File: config.mk
export PLATFORM = sky130hd
export DESIGN_NAME = dcache_ctrl
export DESIGN_NICKNAME = d
export VERILOG_FILES = /design/src/rtl/dcache_ctrl_pkg.sv /design/src/rtl/dcache_array.sv /design/src/rtl/dcache_ctrl.sv
export SDC_FILE = /design/constraint.sdc
export NUM_CORES = 1
export LEC_CHECK = 0
export CAP_MARGIN = 15
export CORE_ASPECT_RATIO = 1.4
export CORE_UTILIZATION = 53
export DETAILED_ROUTE_END_ITERATION = 10
export PLACE_DENSITY = 0.78
export SYNTH_ARGS = -nofsm -noshare
export SYNTH_HDL_FRONTEND = slang
export SYNTH_SLANG_ARGS = --single-unit
export TNS_END_PERCENT = 1
File: constraint.sdc
create_clock -name clk -period 5.1 [get_ports clk]
set_input_delay 0.765 -clock clk [delete_from_list [all_inputs] [get_ports clk]]
set_output_delay 0.765 -clock clk [all_outputs]
set_load 0.05 [all_outputs]
File: src/rtl/dcache_ctrl_pkg.sv
// rtl/dcache_ctrl_pkg.sv - shared widths, FSM encoding and address field helpers for the data cache
package dcache_defines;
  localparam int ADDR_W = 16;
  localparam int WORD_W = 16;
  localparam int TAG_W  = 11;
  localparam int IDX_W  = 3;
  localparam int OFF_W  = 2;
  localparam int LINE_W = 64;
  localparam int SETS   = 1 << IDX_W;

  typedef enum logic [1:0] {
    IDLE  = 2'd0,
    WB    = 2'd1,
    ALLOC = 2'd2
  } state_t;

  function automatic logic [TAG_W-1:0] addr_tag(input logic [ADDR_W-1:0] a);
    return a[ADDR_W-1 -: TAG_W];
  endfunction

  function automatic logic [IDX_W-1:0] addr_idx(input logic [ADDR_W-1:0] a);
    return a[OFF_W +: IDX_W];
  endfunction

  function automatic logic [OFF_W-1:0] addr_off(input logic [ADDR_W-1:0] a);
    return a[OFF_W-1:0];
  endfunction
endpackage

File: src/rtl/dcache_array.sv
// rtl/dcache_array.sv - tag/valid/dirty/data storage with a combinational read port
// and a single synchronous write port (line fill, word merge or dirty clear).
module dcache_array
  import dcache_defines::*;
(
  input  logic              clk,
  input  logic              rst,
  input  logic [IDX_W-1:0]  idx_i,
  output logic [TAG_W-1:0]  tag_o,
  output logic              valid_o,
  output logic              dirty_o,
  output logic [LINE_W-1:0] line_o,
  input  logic              fill_i,
  input  logic [TAG_W-1:0]  fill_tag_i,
  input  logic [LINE_W-1:0] fill_line_i,
  input  logic              word_we_i,
  input  logic [OFF_W-1:0]  word_off_i,
  input  logic [WORD_W-1:0] word_i,
  input  logic              clr_dirty_i
);
  logic [SETS-1:0]   valid_q;
  logic [SETS-1:0]   dirty_q;
  logic [TAG_W-1:0]  tag_q  [SETS];
  logic [LINE_W-1:0] data_q [SETS];

  assign tag_o   = tag_q[idx_i];
  assign valid_o = valid_q[idx_i];
  assign dirty_o = dirty_q[idx_i];
  assign line_o  = data_q[idx_i];

  always_ff @(posedge clk or posedge rst) begin
    if (rst) begin
      valid_q <= '0;
      dirty_q <= '0;
    end else if (fill_i) begin
      valid_q[idx_i] <= 1'b1;
      dirty_q[idx_i] <= 1'b0;
    end else if (word_we_i) begin
      dirty_q[idx_i] <= 1'b1;
    end else if (clr_dirty_i) begin
      dirty_q[idx_i] <= 1'b0;
    end
  end

  // Tags and data are left unreset; valid bits alone gate their use.
  always_ff @(posedge clk) begin
    if (fill_i) begin
      tag_q[idx_i]  <= fill_tag_i;
      data_q[idx_i] <= fill_line_i;
    end else if (word_we_i) begin
      data_q[idx_i][{word_off_i, 4'b0000} +: WORD_W] <= word_i;
    end
  end
endmodule

File: src/rtl/dcache_ctrl.sv
// rtl/dcache_ctrl.sv - direct-mapped write-back/write-allocate data cache controller:
// hit detection, miss FSM, line-wide memory handshake and saturating hit/miss counters.
module dcache_ctrl
  import dcache_defines::*;
#(
  parameter int CNT_W = 16
) (
  input  logic             clk,
  input  logic             rst,
  input  logic [15:0]      cpu_addr,
  input  logic             cpu_re,
  input  logic             cpu_we,
  input  logic [15:0]      cpu_wdata,
  output logic [15:0]      cpu_rdata,
  output logic             cpu_stall,
  output logic [13:0]      mem_addr,
  output logic             mem_re,
  output logic             mem_we,
  output logic [63:0]      mem_wdata,
  input  logic [63:0]      mem_rdata,
  input  logic             mem_rdy,
  output logic [CNT_W-1:0] hit_cnt,
  output logic [CNT_W-1:0] miss_cnt
);
  state_t            state_q;
  logic [13:0]       miss_line_q;
  logic [15:0]       rdata_q;
  logic              mem_re_q, mem_we_q;
  logic [13:0]       mem_addr_q;
  logic [63:0]       mem_wdata_q;
  logic [CNT_W-1:0]  hit_cnt_q, hit_cnt_d, miss_cnt_q, miss_cnt_d;

  logic              is_idle, req, hit, idle_hit, idle_miss;
  logic [IDX_W-1:0]  arr_idx;
  logic [TAG_W-1:0]  arr_tag;
  logic              arr_valid, arr_dirty;
  logic [LINE_W-1:0] arr_line;
  logic [WORD_W-1:0] hit_word;

  assign is_idle   = (state_q == IDLE);
  assign req       = cpu_re | cpu_we;
  // Outside IDLE the CPU may drop its request, so the array follows the latched miss line.
  assign arr_idx   = is_idle ? addr_idx(cpu_addr) : miss_line_q[IDX_W-1:0];
  assign hit       = arr_valid && (arr_tag == addr_tag(cpu_addr));
  assign idle_hit  = is_idle && req && hit;
  assign idle_miss = is_idle && req && !hit;
  assign hit_word  = arr_line[{addr_off(cpu_addr), 4'b0000} +: WORD_W];

  assign cpu_stall = !is_idle || idle_miss;
  assign cpu_rdata = (idle_hit && !cpu_we) ? hit_word : rdata_q;
  assign mem_re    = mem_re_q;
  assign mem_we    = mem_we_q;
  assign mem_addr  = mem_addr_q;
  assign mem_wdata = mem_wdata_q;
  assign hit_cnt   = hit_cnt_q;
  assign miss_cnt  = miss_cnt_q;

  assign hit_cnt_d  = (idle_hit  && hit_cnt_q  != '1) ? hit_cnt_q  + CNT_W'(1) : hit_cnt_q;
  assign miss_cnt_d = (idle_miss && miss_cnt_q != '1) ? miss_cnt_q + CNT_W'(1) : miss_cnt_q;

  dcache_array u_array (
    .clk         (clk),
    .rst         (rst),
    .idx_i       (arr_idx),
    .tag_o       (arr_tag),
    .valid_o     (arr_valid),
    .dirty_o     (arr_dirty),
    .line_o      (arr_line),
    .fill_i      ((state_q == ALLOC) && mem_rdy),
    .fill_tag_i  (miss_line_q[13 -: TAG_W]),
    .fill_line_i (mem_rdata),
    .word_we_i   (idle_hit && cpu_we),
    .word_off_i  (addr_off(cpu_addr)),
    .word_i      (cpu_wdata),
    .clr_dirty_i ((state_q == WB) && mem_rdy)
  );

  always_ff @(posedge clk or posedge rst) begin
    if (rst) begin
      state_q     <= IDLE;
      mem_re_q    <= 1'b0;
      mem_we_q    <= 1'b0;
      mem_addr_q  <= '0;
      mem_wdata_q <= '0;
      miss_line_q <= '0;
      rdata_q     <= '0;
      hit_cnt_q   <= '0;
      miss_cnt_q  <= '0;
    end else begin
      hit_cnt_q  <= hit_cnt_d;
      miss_cnt_q <= miss_cnt_d;
      if (idle_hit && !cpu_we) rdata_q <= hit_word;
      unique case (state_q)
        IDLE: begin
          if (idle_miss) begin
            miss_line_q <= cpu_addr[15:2];
            if (arr_valid && arr_dirty) begin
              state_q     <= WB;
              mem_we_q    <= 1'b1;
              mem_addr_q  <= {arr_tag, arr_idx};
              mem_wdata_q <= arr_line;
            end else begin
              state_q    <= ALLOC;
              mem_re_q   <= 1'b1;
              mem_addr_q <= cpu_addr[15:2];
            end
          end
        end
        WB: begin
          if (mem_rdy) begin
            state_q    <= ALLOC;
            mem_we_q   <= 1'b0;
            mem_re_q   <= 1'b1;
            mem_addr_q <= miss_line_q;
          end
        end
        ALLOC: begin
          if (mem_rdy) begin
            state_q  <= IDLE;
            mem_re_q <= 1'b0;
          end
        end
        default: state_q <= IDLE;
      endcase
    end
  end
endmodule

==> results of run 1 <==
## flip-flops by register name, indices dropped and copies added, names as in the netlist, named ones only
register,cells
mem_we,1
u_array.data_q,512
miss_line_q,14
mem_re,1
u_array.tag_q,88
hit_cnt,16
mem_wdata,64
mem_addr,14
rdata_q,16
miss_cnt,16
u_array.valid_q,8
state_q,2
## what timing repair did
action	4_1_cts	5_1_grt
setup buffers	22	7
setup endpoints to repair	17	17
cloned	1	0
gates resized for setup	27	40
pin swaps	9	15
## cells by family (layout without fill, tap and decap cells)
kind of cell	count (synthesis)	after routing	synth area share (%)
compound gates	391	391	9.23
simple gates	420	420	6.74
xor+xnor	37	37	1.05
buf+inv	192	673	2.77
flops	760	760	71.3
fa+ha+maj	7	7	0.283
other cells	0	1	0
mux	242	242	8.65
## metrics by stage
step | util [%] | power [mW]
finish | 67.3 | 23.9
detailed placement | 62.2 | 17.9
global placement | 62.2 | 17.7
CTS | 66.8 | 23.5
global route | 67.3 | 24.5
floorplan | - | 13.3
## Yosys cell counts (11+ instances only)
| cell | number |
|---|---|
| nand2_1 | 163 |
| clkbuf_1 | 68 |
| and3_1 | 35 |
| nor2_1 | 70 |
| buf_2 | 16 |
| buf_6 | 11 |
| xnor2_1 | 19 |
| xor2_1 | 18 |
| o221ai_1 | 18 |
| inv_1 | 75 |
| mux4_2 | 11 |
| edfxtp_1 | 600 |
| a221oi_1 | 28 |
| a21oi_1 | 50 |
| mux2i_1 | 140 |
| dfrtp_1 | 160 |
| a22oi_1 | 137 |
| nor4_1 | 15 |
| o22ai_1 | 15 |
| a22o_1 | 32 |
| o21ai_0 | 35 |
| nand4_1 | 30 |
| nor3_1 | 24 |
| nand3_1 | 22 |
| mux2_1 | 11 |
| a31oi_1 | 14 |
| a211oi_1 | 23 |
| buf_1 | 18 |
| mux2_2 | 80 |
## cells in the final DEF (no fill, tap or decap), types with 18 or more instances in the layout
cell / n
a21oi_1: 49
dfrtp_1: 158
mux2_2: 78
buf_4: 199
buf_12: 49
a221oi_1: 23
nor2_1: 60
o21ai_0: 30
nand3_1: 22
clkdlybuf4s50_1: 210
a22o_1: 32
nand2_1: 163
inv_1: 74
mux2i_1: 139
clkbuf_16: 73
nand4_1: 30
xor2_1: 18
nor3_1: 22
a22oi_1: 137
edfxtp_1: 600
and3_1: 35
## layout make-up
class | instances | area, um^2
sequential | 760 | 22000
fill | 3797 | 18800
multi-input combinational | 1097 | 8410
timing repair buffer | 470 | 4740
clock buffer | 96 | 1970
tap | 742 | 928
clock inverter | 31 | 344
inverter | 76 | 290
antenna | 1 | 2.50
## worst paths after layout
path / slack, ns / start / to / depth (start not counted)
min in group asynchronous: 0.71 / rst / miss_cnt[9] / 2
max: -0.002 / state_q[1] / cpu_rdata[12] / 14
max reg2reg: 0.32 / state_q[1] / u_array.data_q[6][36] / 15
min reg2reg: 0.47 / u_array.valid_q[4] / u_array.valid_q[4] / 1
min: 0.47 / u_array.valid_q[4] / u_array.valid_q[4] / 1
max in group asynchronous: 3.32 / rst / state_q[0] / 3
## per-layer routing
| layer | up-vias | share of wire (%) | global-route usage (%) |
|---|---|---|---|
| met2 | 1632 | 49 | 53.2 |
| li1 | 8782 | - | - |
| met4 | 2 | 7.6 | 23.3 |
| met3 | 348 | 9.9 | 4.79 |
| met1 | 10600 | 34 | 39.0 |
| met5 | - | 0.011 | 0 |
## power breakdown
part           switching (mW)  internal (mW)  total [mW]
sequential              0.568           7.75        8.32
clock                    2.33           3.00        5.32
combinational            6.23           4.03        10.3
total                    9.13           14.8        23.9
==> flow_metrics.py, run 1 <==
metrics = {
    "run_status": {
        "run_status": "complete, but fails checks",
        "violations_in_the_final_reports": "negative setup slack",
    },
    "cts": {
        "clock_sinks": 760,
        "ctsHoldBuffers": 0,
        "cts_root_buf": "clkbuf_16",
        "cts_max_level": 3,
        "worst_setup_hold_path_clk_slew_ns": 0.07,
        "buffer_levels_on_the_longest_clock_path": 3,
        "cts_tree": "built",
        "worst_skew_pair.late_latency_ns": 0.63,
        "number_of_clock_buffers_inserted_by_tritoncts": 71,
    },
    "sta": {
        "final-hold-violation-count": 0,
        "rsz0062_at_grt": "true",
        "timing.max_slew.rel_slack_pct": 39.4,
        "setup-tns-final_ns": -0.00184,
        "final-max-slew-violation-count": 0,
        "fin_ws_ns": -0.00184,
        "max_slew.worst_pin.slew_ns": 0.884,
        "layout_worst_path_cycle_share_pct": 100,
        "period_minus_slack_ns": 5.10,
        "max_freq_ghz": 0.196,
        "final-setup-viol-count": 1,
        "fin_hold_ws_ns": 0.470,
        "worst_clock_skew_on_the_final_layout_ns": 0.0314,
    },
    "critical_path": {
        "crit_fanout": 8,
        "cpLargestDelayFamily": "buffers and inverters",
        "total_buffers_and_inverters_traversed_by_the_critical_path": 6,
        "cp_slowest_stage_delay_ns": 0.54,
        "setup.worst_path.end_class": "output pin",
        "worst_path_max_delay_cell": "or4_1",
        "setup.worst_path.class": "flip-flop to output pin",
        "cell_by_cell_listing_of_the_critical_path": "buf_4 -> or4_1 -> o31a_1 -> buf_4 -> buf_12 -> a211oi_2 -> a2111o_1 -> xnor2_2 -> nand4b_1 -> nor4b_4 -> buf_6 -> bufbuf_16 -> mux2_2 -> buf_6",
        "setup.worst_path.start_class": "flip-flop",
        "critPathArrivalTime_ns": 4.34,
        "timing.critical_path.required_ns": 4.34,
    },
    "place": {
        "numPlacedInstances": 3114,
        "post_dp_cell_area_um2": 35800,
        "placer_congestion": 0.909,
        "place.detailed.hpwl_um": 62600,
        "pre_cts_ws_ns": -0.551,
        "portBuffers": 229,
    },
    "global_route": {
        "grt_start_max_net_pins": 90,
        "grtUsageTotal_pct": 32.4,
        "number_of_antenna_violations_at_the_first_check_in_global_routing": 1,
        "first_global_vias": 21200,
        "overflow": 0,
        "grt_pass1_wl_um": 137000,
    },
    "run": {
        "timing.max_cap.violations": 0,
    },
    "routing": {
        "detail_route.first_pass.iterations": 5,
        "num_vias": 21400,
        "post-route-drc-count": 0,
        "average_wire_per_cell_in_the_routed_design_um": 29.3,
        "finalWirelength_um": 95800,
        "detail_route.vias_per_cell": 6.52,
        "drtIter0Drc": 2675,
        "antenna_violating_nets_post_route": 0,
    },
    "synthesis": {
        "synth_sequential_area_ratio_pct": 71.3,
        "postSynthCellCount": 2049,
        "number_of_flops_mapped_to_enable_cells_by_yosys": 600,
        "share_of_flip_flops_with_an_asynchronous_set_or_reset_after_synthesis_pct": 21.1,
        "synthesis.area_um2": 30900,
        "synthesis.yosys.warnings": 0,
        "ys_seq_elements": 760,
        "netlist.area_leader.share_pct": 58.3,
        "synth_nets": 2157,
        "syn_area_per_cell_um2": 15.1,
        "synth_top_area_cell": "edfxtp_1",
        "synth_area_leaders": "edfxtp_1 (58%), dfrtp_1 (13%), mux2i_1 (4.5%)",
        "synth_cell_type_count": 73,
        "synth_top_flop_cell": "edfxtp_1",
    },
    "floorplanning": {
        "design.die.area_um2": 59300,
        "floorplan.rows": 104,
        "die_h_um": 288,
        "initial_utilization_pct": 53.7,
        "chipWidth_um": 206,
        "top_level_ports": 230,
        "floorplan.core_area_um2": 57500,
    },
    "cells_and_area": {
        "final_net_count": 2584,
        "drive_gt1_share_pct": 21.0,
        "stdcell_area_um2": 38700,
        "final-instance-count-excl-fill": 3273,
        "syn2layout_area_growth_pct": 25.3,
    },
    "power_and_ir_drop": {
        "ir_drop_v": 0.000458,
        "power_leakage_nw": 14.6,
        "power_density_nw_per_um2": 617,
    },
    "hold_path": {
        "worst_hold_class": "flip-flop to flip-flop",
    },
}
(Power assumes the default switching activity.)
==> run 2, diff against run 1 <==
Settings changed: CORE_MARGIN set to 5.
==> flow_metrics.py, run 2 (synthesized netlist as in run 1, its figures left out) <==
metrics = {
    "cells_and_area": {
        "largest_register_ff_count": 512,
        "final.fill_count": 3747,
        "largest_register": "u_array.data_q",
        "final_net_count": 2561,
        "syn2layout_area_growth_pct": 25.2,
        "drive_gt1_share_pct": 20.4,
        "leading_cell_type_in_the_layout_fill_and_taps_excluded": "edfxtp_1",
        "seqCellArea_um2": 22000,
        "n_antenna_cell": 0,
        "final_core_utilization_pct": 67.1,
        "multi_input_area_um2": 8440,
        "final-instance-count-excl-fill": 3251,
        "commonest_cells_after_routing_fill_and_taps_aside": "edfxtp_1 (600), clkdlybuf4s50_1 (209), nand2_1 (163)",
    },
    "sta": {
        "period_minus_slack_ns": 5.14,
        "final-max-slew-violation-count": 0,
        "fin_ws_ns": -0.0356,
        "final-hold-violation-count": 0,
        "max_freq_ghz": 0.195,
        "max_slew.worst_pin.slew_ns": 1.18,
        "layout_worst_path_cycle_share_pct": 101,
        "timing.max_slew.rel_slack_pct": 20.6,
        "final-setup-viol-count": 14,
        "worst_clock_skew_on_the_final_layout_ns": 0.0248,
        "rsz0062_at_grt": "true",
        "setup-tns-final_ns": -0.410,
    },
    "power_and_ir_drop": {
        "power_density_nw_per_um2": 606,
        "ir_drop_v": 0.000519,
        "power_leakage_nw": 14.6,
    },
    "floorplanning": {
        "initial_utilization_pct": 53.6,
        "design.die.area_um2": 63300,
        "chipWidth_um": 214,
        "top_level_ports": 230,
        "floorplan.rows": 104,
        "die_h_um": 296,
        "floorplan.core_area_um2": 57600,
    },
    "global_route": {
        "grt_pass1_wl_um": 137000,
        "grtUsageTotal_pct": 29.1,
        "grt_start_max_net_pins": 97,
        "first_global_vias": 21200,
        "overflow": 0,
        "number_of_antenna_violations_at_the_first_check_in_global_routing": 0,
    },
    "critical_path": {
        "timing.critical_path.mode_cell": "buf_6",
        "setup.worst_path.end_class": "output pin",
        "setup.worst_path.start_class": "flip-flop",
        "timing.reg2reg.setup_slack_ns": 0.56,
        "cp_slowest_stage_delay_ns": 0.49,
        "worst_path_max_delay_cell": "dfrtp_2",
        "timing.critical_path.required_ns": 4.34,
        "crit_fanout": 8,
        "setup.worst_path.class": "flip-flop to output pin",
        "critPathArrivalTime_ns": 4.37,
        "cell_by_cell_listing_of_the_critical_path": "buf_6 -> buf_4 -> o211ai_1 -> o21a_1 -> buf_6 -> buf_12 -> a211oi_1 -> or4_4 -> xnor2_2 -> nand4_1 -> nor4b_4 -> buf_6 -> buf_16 -> mux2_2 -> buf_4",
    },
    "run_status": {
        "run_status": "complete, but fails checks",
        "violations_in_the_final_reports": "negative setup slack",
    },
    "place": {
        "pre_cts_ws_ns": -0.185,
        "portBuffers": 229,
        "place.detailed.hpwl_um": 62000,
        "placer_congestion": 0.946,
        "numPlacedInstances": 3091,
    },
    "cts": {
        "clock_sinks": 760,
        "cts_root_buf": "clkbuf_16",
        "cts_tree": "built",
        "worst_skew_pair.late_latency_ns": 0.62,
        "worst_setup_hold_path_clk_slew_ns": 0.07,
        "number_of_clock_buffers_inserted_by_tritoncts": 70,
        "cts_max_level": 3,
        "ctsHoldBuffers": 0,
        "buffer_levels_on_the_longest_clock_path": 3,
    },
    "routing": {
        "average_wire_per_cell_in_the_routed_design_um": 29.4,
        "detail_route.first_pass.iterations": 6,
        "finalWirelength_um": 95600,
        "post-route-drc-count": 0,
        "detail_route.vias_per_cell": 6.50,
        "drtIter0Drc": 2985,
        "antenna_violating_nets_post_route": 0,
        "num_vias": 21100,
    },
    "hold_path": {
        "worst_hold_class": "flip-flop to flip-flop",
    },
    "run": {
        "timing.max_cap.violations": 0,
    },
}
==> run 2: per-layer routing <==
| metal | wire (um) | vias to the layer above | track usage, % | part of all wire (%) |
|---|---|---|---|---|
| li1 | - | 8766 | - | - |
| met3 | 9580 | 311 | 5.88 | 10 |
| met1 | 32500 | 10500 | 35.0 | 34 |
| met5 | 0 | - | 0 | 0 |
| met4 | 6650 | 0 | 17.3 | 7.0 |
| met2 | 46900 | 1554 | 49.2 | 49 |
==> run 2: path summary, 6_finish.rpt <==
| path | from | cells past startpoint | endpoint |
|---|---|---|---|
| hold / removal | u_array.valid_q[7] | 1 | u_array.valid_q[7] |
| setup / recovery | state_q[1] | 15 | cpu_rdata[1] |
| setup reg to reg | state_q[1] | 17 | u_array.data_q[6][54] |
| hold reg to reg | u_array.valid_q[7] | 1 | u_array.valid_q[7] |
| max in group asynchronous | rst | 3 | u_array.valid_q[0] |
| min in group asynchronous | rst | 2 | mem_wdata[28] |
==> run 2: through the flow <==
step | total power [mW] | hold WS [ns] | cell area (um^2)
floorplan | 13.3 | 0.440 | 30900
global placement | 17.2 | 0.454 | 35700
CTS | 22.8 | 0.470 | 38300
finish | 23.4 | 0.471 | 38700
global route | 24.1 | 0.500 | 38700
detailed placement | 17.4 | 0.456 | 35700
==> run 2: area by class of cell <==
class                           count  share of cell area [%]
Inverter                           76                   0.751
Timing Repair Buffer              446                    12.2
Clock inverter                     33                   0.780
Tap cell                          742                    2.40
Clock buffer                       95                    5.09
Sequential cell                   760                    57.0
Multi-Input combinational cell   1099                    21.8
==> run 2: repair_timing <==
item / 4_1_cts / 5_1_grt
cloned: 3 / 2
setup buffers: 14 / 13
setup endpoints to repair: 16 / 16
resized for setup: 33 / 42
pin swaps: 10 / 24
==> run 2: power breakdown <==
| part | switching, mW | internal [mW] | total, mW |
|---|---|---|---|
| logic | 6.08 | 3.80 | 9.88 |
| registers | 0.586 | 7.75 | 8.33 |
| clock network | 2.27 | 2.93 | 5.20 |
| total | 8.94 | 14.5 | 23.4 |
==> run 2: worst max-delay path: cells and delay by family (launching register included) <==
family	cells	cell delay, ns
compound gates	3	0.56
simple gates	3	1.00
flops	1	0.49
buf+inv	7	1.14
xor+xnor	1	0.19
mux	1	0.35
==> RTL change, RTL diff (settings of run 1) <==
Reset style: synchronous (`rst`), changed in 2 clocked blocks.
--- a/src/rtl/dcache_array.sv
+++ b/src/rtl/dcache_array.sv
@@ -30,3 +30,3 @@
 
-  always_ff @(posedge clk or posedge rst) begin
+  always_ff @(posedge clk) begin
     if (rst) begin
--- a/src/rtl/dcache_ctrl.sv
+++ b/src/rtl/dcache_ctrl.sv
@@ -77,3 +77,3 @@
 
-  always_ff @(posedge clk or posedge rst) begin
+  always_ff @(posedge clk) begin
     if (rst) begin
Function: changed (a bounded check fails within 4 cycles, from zero or initial values and one cycle with rst high; the reset may be asserted at any time).
==> RTL change against run 1 <==
Maximum frequency rose by 2.5%. Non-clock buffer count decreased by 82. Routed wire length fell by 3.1%. Critical path depth is 4 lower. Area after synthesis rose by 1.7%. Sequential cell count stayed put. Setup slack improved by 0.13 ns. Via count rose by 2.8%. Design area down 1.3%. Critical endpoint is now cpu_rdata[1]. Largest cell class unchanged. Highest routed layer is now met4.
Power is not compared: it rests on default switching activity, and its combinational part moved more than twofold at a synthesized area within 25%.
==> RTL change: results <==
set metrics [dict create \
    hold_depth 2 \
    grt_max_degree 66 \
    cts_inserted_buffers 72 \
    holdPathEnd "mem_addr[2]" \
    async_flop_share_pct 0 \
    critPathMaxFanout 34 \
    reg2reg_to "u_array.data_q[2][10]" \
    dp_hpwl_um 62500 \
    syn-num-nets 2400 \
    tightest_slew_ns 1.16 \
    rr_worst_depth 12 \
    grt_pass1_vias 22100 \
    crit_family "simple AND/OR/NAND/NOR gates" \
    crit_slowest_cell "mux4_2" \
    yosysSeqAreaShare_pct 67.5 \
    r2r_slack_ns 0.66 \
    antenna_found_initial 0 \
    routed_wirelength_um 92800 \
    drtPass1Iterations 8 \
    cpPeakStageDelay_ns 0.56 \
    first_iter_violations 2817 \
    synth_common_cells "edfxtp_1 (600), mux2i_1 (261), nor2_1 (206)" \
    num_antenna_cells 0 \
    status "finished clean" \
    grt_usage_pct 30.6 \
    fin_skew_ns 0.0342 \
    final_layout_size_suffix_gt1_share_pct 13.8 \
    r2r_start "state_q[0]" \
    grt_pass1_wl_um 137000 \
    via_per_inst 6.42 \
]
==> RTL change: tightest hold or removal path: cells and delay by family, from the launching register on <==
family	cells	cell delay (ns)
AOI/OAI and AO/OA	1	0.05
DFF	1	0.31
and+or+nand+nor	1	0.06
==> RTL change: final cells by class <==
type	instances	area (um^2)
fill	4033	20400
timing repair buffer	388	3860
inverter	77	289
multi-input combinational	1309	9440
clock buffer	97	2000
clock inverter	37	475
sequential	760	21200
tap	749	937
==> RTL change: repair_timing <==
action	4_1_cts	5_1_grt
buffers inserted	1	1
pin swaps	1	2
hold buffers	0	0
setup endpoints to repair	16	16
gates resized for setup	6	12
==> RTL change: kinds of logic after synthesis <==
logic type,Yosys count,share of synthesized area [%]
flops,760,67.5
simple gates,546,8.18
compound gates,450,10.5
mux,299,10.3
buf+inv,223,2.93
xor+xnor,7,0.195
fa+ha+maj,7,0.279
==> RTL change: how the worst max path moves through the flow <==
stage,cells after the start,endpoint
final,10,cpu_rdata[1]
after global placement,11,cpu_rdata[1]
after detailed placement,11,cpu_rdata[1]
after CTS,12,cpu_rdata[1]
after floorplan,11,cpu_rdata[13]
after global routing,11,cpu_rdata[1]
==> RTL change: per-stage QoR <==
step | cell area, um^2 | cells | worst slack [ns] | setup TNS (ns) | power [mW]
floorplan | 31400 | 2292 | 0.291 | 0 | 8.73
global placement | 35600 | 3280 | -0.0276 | -0.0276 | 9.84
detailed placement | 35600 | 3280 | -0.125 | -0.556 | 9.90
CTS | 38100 | 3415 | 0.00402 | 0 | 15.4
global route | 38200 | 3417 | -0.0303 | -0.0422 | 15.8
finish | 38200 | 3417 | 0.124 | 0 | 15.4
==> RTL change: power groups by stage <==
stage,registers (mW),clock network (mW),logic (mW)
floorplan,7.34,0,1.39
global placement,7.13,0,2.71
detailed placement,7.14,0,2.75
CTS,7.01,5.62,2.78
global route,7.03,5.87,2.95
finish,7.02,5.59,2.84
==> RTL change: per-layer routing <==
layer	GRT usage [%]	part of all wire, %
met1	36.5	35
met2	52.8	50
met3	5.71	9.6
met4	15.4	4.7
met5	0	0
